--- config.mk ---
export PLATFORM = sky130hd
export DESIGN_NAME = codec_i2c_seq
export DESIGN_NICKNAME = d
export VERILOG_FILES = /design/src/rtl/codec_i2c_seq.sv
export SDC_FILE = /design/constraint.sdc
export NUM_CORES = 1
export LEC_CHECK = 0
export ABC_AREA = 1
export CAP_MARGIN = 20
export CORE_ASPECT_RATIO = 0.5
export CORE_UTILIZATION = 60
export CTS_BUF_LIST = sky130_fd_sc_hd__clkbuf_16
export CTS_CLUSTER_SIZE = 30
export DETAILED_ROUTE_END_ITERATION = 8
export MAX_ROUTING_LAYER = met4
export PLACE_DENSITY = 0.84
export SYNTH_ARGS = -nofsm -noshare
export SYNTH_HDL_FRONTEND = slang
export SYNTH_SLANG_ARGS = --single-unit
--- constraint.sdc ---
create_clock -name clk -period 4.1 [get_ports clk]
set_clock_uncertainty 0.1 [all_clocks]
set_input_delay 1.23 -clock clk [delete_from_list [all_inputs] [get_ports clk]]
set_output_delay 1.23 -clock clk [all_outputs]
set_load 0.01 [all_outputs]
--- src/rtl/codec_i2c_seq.sv ---
// Codec register-write sequencer: splits one command into three I2C bytes for the byte engine.
// Optional NACK retry is built in when the macro CODEC_I2C_RETRY_EN is defined.
module codec_i2c_seq #(
  parameter logic [15:0] C_CLK_DIVISOR = 16'd2,
  parameter logic [15:0] C_GAP_CYCLES  = 16'd4
`ifdef CODEC_I2C_RETRY_EN
  ,
  parameter logic [1:0]  C_MAX_RETRY   = 2'd3
`endif
) (
  input  logic       clk,
  input  logic       rst,
  input  logic       cmd_valid,
  output logic       cmd_ready,
  input  logic [6:0] cmd_dev_addr,
  input  logic [6:0] cmd_reg_addr,
  input  logic [8:0] cmd_reg_data,
  output logic [1:0] eng_op,
  output logic [7:0] eng_wdata,
  input  logic       eng_ack,
  output logic       busy,
  output logic       done,
  output logic       nack
);

  localparam logic [19:0] XFER_LAST = 20'(9 * 32'(C_CLK_DIVISOR) - 1);
  localparam logic [15:0] GAP_LAST  = C_GAP_CYCLES - 16'd1;

  typedef enum logic [1:0] {S_IDLE, S_LOAD, S_XFER, S_GAP} state_t;

  state_t      state, state_nxt;
  logic [6:0]  dev_q, reg_q;
  logic [8:0]  data_q;
  logic [1:0]  idx;
  logic [19:0] xfer_cnt;
  logic [15:0] gap_cnt;
  logic        ack_seen, nack_flag;
  logic        xfer_end, gap_end, ack_ok, retry_ok;
  logic        accept, next_byte, retry_go, finish;

  // The engine shifts LSB first, so the byte is mirrored to put its MSB on the wire first.
  function automatic logic [7:0] bit_rev(input logic [7:0] v);
    logic [7:0] r;
    for (int i = 0; i < 8; i++) r[i] = v[7-i];
    return r;
  endfunction

  function automatic logic [7:0] byte_sel(input logic [1:0] i, input logic [6:0] dev,
                                          input logic [6:0] ra, input logic [8:0] rd);
    case (i)
      2'd0:    return {dev, 1'b0};
      2'd1:    return {ra, rd[8]};
      default: return rd[7:0];
    endcase
  endfunction

  assign xfer_end  = (state == S_XFER) && (xfer_cnt == XFER_LAST);
  assign gap_end   = (state == S_GAP) && (gap_cnt == GAP_LAST);
  assign ack_ok    = ack_seen || eng_ack;
  assign cmd_ready = (state == S_IDLE);
  assign busy      = (state != S_IDLE);
  assign eng_op    = (state == S_XFER) ? 2'd1 : 2'd0;

`ifdef CODEC_I2C_RETRY_EN
  logic [1:0] retry_cnt;

  always_ff @(posedge clk or posedge rst) begin
    if (rst)           retry_cnt <= 2'd0;
    else if (accept)   retry_cnt <= 2'd0;
    else if (retry_go) retry_cnt <= retry_cnt + 2'd1;
  end

  assign retry_ok = nack_flag && (retry_cnt < C_MAX_RETRY);
`else
  assign retry_ok = 1'b0;
`endif

  always_ff @(posedge clk or posedge rst) begin
    if (rst) state <= S_IDLE;
    else     state <= state_nxt;
  end

  always_comb begin
    state_nxt = state;
    accept    = 1'b0;
    next_byte = 1'b0;
    retry_go  = 1'b0;
    finish    = 1'b0;
    case (state)
      S_IDLE: begin
        if (cmd_valid) begin
          accept    = 1'b1;
          state_nxt = S_LOAD;
        end
      end
      S_LOAD: state_nxt = S_XFER;
      S_XFER: begin
        if (xfer_end) begin
          if (ack_ok && (idx != 2'd2)) begin
            next_byte = 1'b1;
            state_nxt = S_LOAD;
          end else begin
            state_nxt = S_GAP;
          end
        end
      end
      S_GAP: begin
        if (gap_end) begin
          if (retry_ok) begin
            retry_go  = 1'b1;
            state_nxt = S_LOAD;
          end else begin
            finish    = 1'b1;
            state_nxt = S_IDLE;
          end
        end
      end
      default: state_nxt = S_IDLE;
    endcase
  end

  // A NACK on any byte skips the remaining bytes and is reported with the done pulse.
  always_ff @(posedge clk or posedge rst) begin
    if (rst) begin
      dev_q     <= 7'd0;
      reg_q     <= 7'd0;
      data_q    <= 9'd0;
      idx       <= 2'd0;
      xfer_cnt  <= 20'd0;
      gap_cnt   <= 16'd0;
      ack_seen  <= 1'b0;
      nack_flag <= 1'b0;
      eng_wdata <= 8'd0;
      done      <= 1'b0;
      nack      <= 1'b0;
    end else begin
      done     <= finish;
      nack     <= finish && nack_flag;
      xfer_cnt <= (state == S_XFER) ? xfer_cnt + 20'd1 : 20'd0;
      gap_cnt  <= (state == S_GAP) ? gap_cnt + 16'd1 : 16'd0;
      if (state == S_LOAD)
        ack_seen <= 1'b0;
      else if ((state == S_XFER) && eng_ack)
        ack_seen <= 1'b1;
      if (accept) begin
        dev_q     <= cmd_dev_addr;
        reg_q     <= cmd_reg_addr;
        data_q    <= cmd_reg_data;
        idx       <= 2'd0;
        nack_flag <= 1'b0;
        eng_wdata <= bit_rev({cmd_dev_addr, 1'b0});
      end else if (next_byte) begin
        idx       <= idx + 2'd1;
        eng_wdata <= bit_rev(byte_sel(idx + 2'd1, dev_q, reg_q, data_q));
      end else if (retry_go) begin
        idx       <= 2'd0;
        nack_flag <= 1'b0;
        eng_wdata <= bit_rev(byte_sel(2'd0, dev_q, reg_q, data_q));
      end else if (xfer_end && !ack_ok) begin
        nack_flag <= 1'b1;
      end
    end
  end

endmodule

# Word-level counts from Yosys, hierarchy flattened
# Index checks and enable logic that the tools add are counted.
# op_classes
add_sub_neg,3
n_reduce_logical,16
eq_ne,11
muxes,25
# op_table
op,count
20-bit by 1-bit adder with 20-bit output (second input constant),1
20-bit by 5-bit == test with 1-bit output (second input constant),1
20-bit 2-to-1 mux,1
16-bit by 1-bit adder with 16-bit output (second input constant),1
16-bit by 2-bit == test with 1-bit output (second input constant),1
16-bit 2-to-1 mux,1
8-bit 2-to-1 mux,2
8-bit case mux with 2 select lines,1
1-bit 2-to-1 mux,13
2-bit 2-to-1 mux,6
2-bit != test (second input constant),5
2-bit case mux with 4 select lines,1
2-bit nonzero test,4
1-bit logical AND,6
2-bit by 1-bit == test with 1-bit output (second input constant),2
2-bit == test (second input constant),2
2-bit logical NOT,2
3-bit AND reduction,1
2-bit by 1-bit adder with 2-bit output (second input constant),1
2-bit AND reduction,1
1-bit logical NOT,1
1-bit logical OR,1
# word_totals
out_inout_bits,14
in_bits,27
regBits,75
elab_cells,67

# Logic depth before layout (Yosys ltp)
# Gate-level depths: netlist (run 1).
# depth
ltp_word,7
depth_mapped,10
depth_no_buf,10

# Least setup slack after synthesis (run 1)
# OpenSTA, ideal clock, no wires.
# synth_timing
path_kind,register -> output
startpoint,reg state[0]
endpoint,out eng_op[0]
required_time_ns,2.770
stages_incl_launch_ff,5
arrival_time_ns,0.828
path_slack_ns,1.942
n_path_buf,1
path_cell_list,dfrtp_1 > inv_2 > nand2_1 > inv_2 > buf_2
# synth_via
elab_chain_len,2
# synth_lines
item,line,rtl
from (decl),31,"state_t state, state_nxt;"
from (signal assigned),80,else state <= state_nxt;
2-bit == test,62,assign eng_op = (state == S_XFER) ? 2'd1 : 2'd0;
1-bit 2-to-1 mux,62,
to (decl),18,"output logic [1:0] eng_op,"
# No other way between the ends.

# Worst setup path in the final report (run 1)
# Ends and elaborated chain as after synthesis.

==> results of run 1 <==
## critical path, stage by stage (launching register included)
cell	delay, ns
dfrtp_1	0.41
inv_2	0.09
nand2_1	0.24
inv_2	0.36
clkdlybuf4s50_1	0.61
## cell usage after synthesis (all sizes together)
cell / instances
a31oi: 1
buf: 11
and3: 1
conb: 1
nor2: 68
nand4: 12
nand2: 144
nand3b: 1
clkinv: 1
inv: 56
o211ai: 8
clkbuf: 3
nand3: 32
nor4: 1
xor2: 6
dfrtp: 75
o31ai: 1
a21oi: 15
nor3: 10
a211oi: 1
o21ai: 32
ha: 6
and2: 1
## final timing paths
kind                       startpoint           end  slack [ns]
setup / recovery             state[0]     eng_op[0]        0.73
hold / removal             gap_cnt[0]    gap_cnt[0]        0.36
setup reg to reg             state[0]  eng_wdata[1]        2.12
hold reg to reg            gap_cnt[0]    gap_cnt[0]        0.36
max in group asynchronous         rst   gap_cnt[14]        2.37
min in group asynchronous         rst        idx[0]        1.20
## power by group through the flow
stage	registers, uW	logic [uW]	clock network, uW
floorplan	1010	447	0
global placement	1030	636	0
detailed placement	1030	661	0
CTS	1020	669	883
global route	1040	766	915
finish	1020	666	875
## layer usage
| layer | vias to the layer above | wire [um] | track usage [%] |
|---|---|---|---|
| li1 | 1631 | - | - |
| met1 | 1534 | 3820 | 35.2 |
| met2 | 84 | 3950 | 46.9 |
| met3 | 17 | 364 | 8.37 |
| met4 | 0 | 146 | 9.65 |
| met5 | - | 0 | - |
## cell usage in the layout (no fill, tap or decap)
cell             instances
inv_1                   54
clkinvlp_4               1
clkdlybuf4s50_1         39
nor3_1                  10
nand3_1                 29
dfrtp_1                 75
nand2_2                  2
and2_1                   1
clkinv_1                 1
nor2_2                   7
nand3_2                  3
a211oi_1                 1
nand4_1                 11
a21oi_1                 15
nand3b_1                 1
nor2_4                   2
ha_1                     6
inv_2                    3
o21ai_0                 32
nand2_1                142
buf_12                   1
buf_4                    1
bufinv_16                3
clkbuf_16                9
o31ai_1                  1
o211ai_1                 8
nand4_2                  1
conb_1                   1
and3_1                   1
clkinv_2                 1
nor2_1                  59
a31oi_1                  1
xor2_1                   6
nor4_1                   1
## flip-flops by register name, summed over array words and instances, names as in the netlist
signal / cells
xfer_cnt: 20
gap_cnt: 16
data_q: 9
eng_wdata: 8
dev_q: 7
reg_q: 7
idx: 2
state: 2
ack_seen: 1
done: 1
nack: 1
nack_flag: 1
## area by class of cell
class | count | area share (%)
well taps | 88 | 2.41
clock buffers | 9 | 4.93
multi-input cells | 341 | 35.4
flip-flops and latches | 75 | 41.1
clock inverters | 6 | 2.33
inverters | 57 | 4.69
repair buffers | 41 | 9.16
## per-stage QoR
step / area (um^2) / cells / power [uW] / setup WS (ns) / util (%)
after global routing: 4560 / 617 / 2720 / 0.580 / 75.1
after CTS: 4560 / 617 / 2570 / 0.718 / 75.1
after global placement: 4230 / 602 / 1660 / 1.12 / 69.6
final: 4560 / 617 / 2560 / 0.732 / 75.1
after floorplan: 3790 / 487 / 1460 / 0.860 / -
after detailed placement: 4230 / 602 / 1690 / 1.07 / 69.6
## logic make-up (layout without fill, tap and decap cells)
kind of cell,Yosys count,in the layout,share of synthesized area (%)
AOI/OAI and AO/OA,58,58,8.36
xor gates and xnor gates,6,6,1.39
adders and majority gates,6,6,1.98
buffers and inverters,71,113,7.86
DFF,75,75,49.5
other,1,1,0.0990
and+or+nand+nor,270,270,30.8
==> summary.md, run 1 <==
| Metric | Value |
|---|---|
| Hold Path Depth | `1` |
| Int Power | `1760 uW` |
| Chip Width | `between 100 and 150 um` |
| Largest net degree at the start of global routing | `76` |
| Post_cts resized | `0` |
| Fin nets | `around 560` |
| Gr usage total | `28.9%` |
| Drt drc | `0` |
| Max Clock Freq | `297 MHz` |
| CP Data Required Time | `approximately 2.8 ns` |
| Tmin final | `between 3 and 4 ns` |
| Psw | `between 800 and 900 uW` |
| Starting Density | `between 60 and 70%` |
| Total gr overflow | `0` |
| PortBufs | `39` |
| Num CTS Buffers | `9` |
| Worst skew pair latency | `about 0.33 ns` |
| Max Root-Sink Buffers | `2` |
| Seq pwr share | `39.9%` |
| Routed wire per std cell | `13.4 um` |
| Reg clk slew, reported paths | `roughly 0.050 ns` |
| Die ar. | `0.00666 mm^2` |
| CTS tree | `done` |
| Final setup fails | `0` |
| 1st-pass router iterations | `5` |
| Synth Warn # | `0` |
| Initial DRC count | `between 200 and 300` |
| GPL Wtd Cong | `around 0.87` |
| Yosys top cell by area | `dfrtp_1` |
| Yosys reg bits | `75` |
| Clock sinks | `75` |
| Comb power frac | `26.0%` |
| WHS | `0.364 ns` |
| Synth top area share | `49.5%` |
| Initial antenna violation count | `0` |
| Worst-path fanout max | `19` |
| Drt total wl | `8270 um` |
| TNS Setup | `0 ns` |
| # IOs | `slightly above 40` |
| Fin crit share | `just over 80%` |
| Register area share after synthesis | `a little under 50%` |
| Die Y | `58.2 um` |
| RSZ-0062 raised after global routing | `no` |
| H-Tree Depth | `3` |
| Yosys cell types | `31` |
| Final hold violation count | `0` |
| Share of cells above drive strength 1 | `between 6 and 7%` |
| Synth area leaders | `dfrtp_1, nand2_1, nor2_1` |
| Cell Pwr Density | `between 500 and 600 mW/mm^2` |
| Area growth, synth to finish | `20.5%` |
| Row count | `20` |
| Post-DP HPWL | `~5700 um` |
| Fillers | `between 400 and 500` |
| R2R depth | `7` |
| Vias | `between 3,000 and 4,000` |
| First-pass GRT wire length | `between 10,000 and 15,000 um` |
| Core area | `just over 0.006 mm^2` |
| MaxCap Viol Count | `0` |
| Worst EP arrival | `roughly 2.0 ns` |
| Buffer count from post-CTS setup fixing | `0` |
| Ant. Diodes | `0` |
| Post-Syn Area | `0.00379 mm^2` |
| Remaining antenna violation count | `0` |
| Final Slew Violations | `0` |
| Status | `finished clean` |
| Vias in the first global route | `between 3,000 and 4,000` |
| Area taken by multi-input logic gates | `between 0.0015 and 0.002 mm^2` |
| Avg Cell Area, Syn | `just under 8 um^2` |
| Leak pwr | `~0.0021 uW` |
| CTS root buf | `clkbuf_16` |
| Cts hold-fix bufs | `0` |
| Seq. cell area | `about 0.0019 mm^2` |
| HP Class | `reg -> reg` |
| Post-Synthesis Cells | `approximately 490` |
| Clk pwr share | `around a third` |
| Peak VDD IR | `roughly 0.00032 V` |
| CP Capture Type | `primary output` |
| CP Class | `reg -> out` |
| Switching share of power | `approximately a third` |
| Net Count, Synth | `520` |
| Crit path launch type | `register` |
| Via/cell ratio | `5.29` |
Note: power is estimated with default switching activity, not from simulation.
==> run 2, diff against run 1 <==
--- a/config.mk
+++ b/config.mk
@@ -8,12 +8,12 @@
 export ABC_AREA = 1
 export CAP_MARGIN = 20
 export CORE_ASPECT_RATIO = 0.5
-export CORE_UTILIZATION = 60
+export CORE_UTILIZATION = 51
 export CTS_BUF_LIST = sky130_fd_sc_hd__clkbuf_16
 export CTS_CLUSTER_SIZE = 30
 export DETAILED_ROUTE_END_ITERATION = 8
 export MAX_ROUTING_LAYER = met4
-export PLACE_DENSITY = 0.84
+export PLACE_DENSITY = 0.76
 export SYNTH_ARGS = -nofsm -noshare
 export SYNTH_HDL_FRONTEND = slang
 export SYNTH_SLANG_ARGS = --single-unit
==> constraint.sdc (replaced) <==
create_clock -name clk -period 2.9 [get_ports clk]
set_clock_uncertainty 0.1 [all_clocks]
set_input_delay 0.87 -clock clk [delete_from_list [all_inputs] [get_ports clk]]
set_output_delay 0.87 -clock clk [all_outputs]
set_load 0.01 [all_outputs]
==> run 2 against run 1 <==
Against the previous run:
- non-clock buffer count rose by 6
- critical path type unchanged
- sequential power grew 41%
- cell count grew 1.8%
- global-route usage down 4.7 points
- first-iteration DRC count is 29% lower
- largest power group unchanged
- critical endpoint unchanged
==> summary.md, run 2 (synthesized netlist as in run 1, its figures left out) <==
| Metric | Value |
|---|---|
| Area taken by multi-input logic gates | `roughly 0.0016 mm^2` |
| FF-to-FF setup slack | `1.00 ns` |
| Peak VDD IR | `0.000327 V` |
| Worst-path fanout max | `4` |
| Vias | `~3,200` |
| Reg clk slew, reported paths | `0.06 ns` |
| Max Root-Sink Buffers | `2` |
| MaxCap Viol Count | `0` |
| Crit Reg-Reg Startpoint | `idx[0]` |
| Commonest non-fill, non-tap cell in the layout | `nand2_1` |
| Drt drc | `0` |
| Total gr overflow | `0` |
| CP Capture Type | `primary output` |
| Final hold violation count | `0` |
| Max FFs per register | `20` |
| Most frequent cells in the layout | `nand2_1, dfrtp_1, nor2_1` |
| Clock sinks | `75` |
| Ant. Diodes | `0` |
| Final setup fails | `0` |
| 1st-pass router iterations | `4` |
| FF-to-FF End | `eng_wdata[3]` |
| First-pass GRT wire length | `~14,000 um` |
| Core area | `between 0.006 and 0.007 mm^2` |
| Met1 Use GR | `between 30% and 40%` |
| Initial DRC count | `193` |
| CP endpoint | `eng_op[0]` |
| Seq. cell area | `0.00188 mm^2` |
| Via/cell ratio | `between 5 and 6` |
| Grt met2 use | `approximately a third` |
| Status | `finished clean` |
| Fillers | `589` |
| Buffer count from post-CTS setup fixing | `0` |
| Slowest cell on crit path | `clkdlybuf4s50_1` |
| Final worst slack | `approximately 0.41 ns` |
| Tmin final | `2.49 ns` |
| Row count | `21` |
| Max Clock Freq | `~400 MHz` |
| Dpl ws | `roughly 0.35 ns` |
| Measured slew at the worst slew-check pin | `0.557 ns` |
| Share of cells above drive strength 1 | `under 10%` |
| RSZ-0062 raised after global routing | `no` |
| CP Class | `reg -> out` |
| PortBufs | `39` |
| Vias in the first global route | `a little under 3,000` |
| Total power | `3410 uW` |
| GRT met3 Usage | `under 10%` |
| Gr usage total | `about 24%` |
| H-Tree Depth | `3` |
| Routed wire per std cell | `13.0 um` |
| Fin crit share | `around 86%` |
| Die ar. | `roughly 0.0078 mm^2` |
| Worst setup path startpoint | `state[0]` |
| Largest registers | `xfer_cnt x20, gap_cnt x16, data_q x9` |
| CTS tree | `done` |
| Drt total wl | `8130 um` |
| GPL Wtd Cong | `around 0.9` |
| HP Class | `reg -> reg` |
| Cells along the critical path | `inv_2, nand2_1, inv_2, clkdlybuf4s50_1` |
| Area growth, synth to finish | `19.9%` |
| Final Slew Violations | `0` |
| R2R depth | `8` |
| Post-DP HPWL | `~6000 um` |
| Largest net degree at the start of global routing | `40` |
| Busiest grt layer | `met2` |
| Initial antenna violation count | `0` |
| Leak pwr | `roughly 0.0021 uW` |
| # IOs | `41` |
| Instance count on the critical path | `4` |
| Remaining antenna violation count | `0` |
| CP Data Required Time | `approximately 1.9 ns` |
| Starting Density | `a little over half` |
| Worst EP arrival | `between 1.5 and 2 ns` |
| Chip Width | `~120 um` |
| Crit path launch type | `register` |
| Num CTS Buffers | `9` |
| TNS Setup | `0 ns` |
| Fin nets | `between 500 and 600` |
| Worst skew pair latency | `about 0.34 ns` |
| Top reg by flops | `xfer_cnt` |
| Slew Limit Headroom | `62.8%` |
| Delay of the slowest critical-path stage | `around 0.52 ns` |
| Cts hold-fix bufs | `0` |
| Post_cts resized | `0` |
| CTS root buf | `clkbuf_16` |
| Cell Pwr Density | `approximately 750 mW/mm^2` |
| Most frequent CP cell | `inv_2` |
| CP delay by family, top | `buffers and inverters` |
| CP Buf/Inv Count | `3` |
| Die Y | `roughly 63 um` |
-- run 2: cell types whose count changed in the layout (fill, tap and decap cells not counted), sizes merged --
cell / before / now
buf: 2 / 8
bufinv: 3 / 0
clkinv: 2 / 6
-- run 2: how the worst min path moves through the flow --
stage,from,end,cells past startpoint
detailed placement,data_q[8],data_q[8],2
floorplan,gap_cnt[0],gap_cnt[0],1
CTS,data_q[8],data_q[8],2
global route,gap_cnt[0],gap_cnt[0],1
finish,reg_q[3],reg_q[3],2
global placement,gap_cnt[0],gap_cnt[0],1
-- run 2: metrics by stage --
step                      std cells  instance area, um^2  hold slack [ns]  utilization (%)
after global routing            628                 4540            0.407             65.5
after detailed placement        612                 4280            0.370             61.7
after CTS                       628                 4540            0.386             65.5
final                           628                 4540            0.379             65.5
after floorplan                 487                 3790            0.333                -
after global placement          612                 4280            0.357             61.7
-- run 2: worst reg2reg max path: cells and delay by family, from the launching register on --
| kind | cells | cell delay (ns) |
|---|---|---|
| AOI/OAI and AO/OA | 2 | 0.25 |
| adders and majority gates | 1 | 0.36 |
| and+or+nand+nor | 3 | 0.27 |
| buffers and inverters | 2 | 0.44 |
| DFF | 1 | 0.37 |
-- run 2: metal layers --
| metal | vias up | share of wire [%] |
|---|---|---|
| met5 | - | 0 |
| met4 | 0 | 1.0 |
| met3 | 10 | 4.3 |
| met2 | 73 | 45 |
| met1 | 1507 | 50 |
| li1 | 1643 | - |
-- run 2: where the power goes --
| group | internal [uW] | switching, uW |
|---|---|---|
| logic | 401 | 572 |
| registers | 1290 | 159 |
| clock network | 567 | 422 |
| total | 2250 | 1150 |
-- run 2: final cells by class --
| class | instances | area share, % |
|---|---|---|
| sequential | 75 | 41.3 |
| clock buffer | 9 | 4.96 |
| timing repair buffer | 47 | 10.2 |
| clock inverter | 7 | 0.798 |
| multi-input combinational | 341 | 35.5 |
| inverter | 57 | 4.71 |
| tap | 92 | 2.53 |
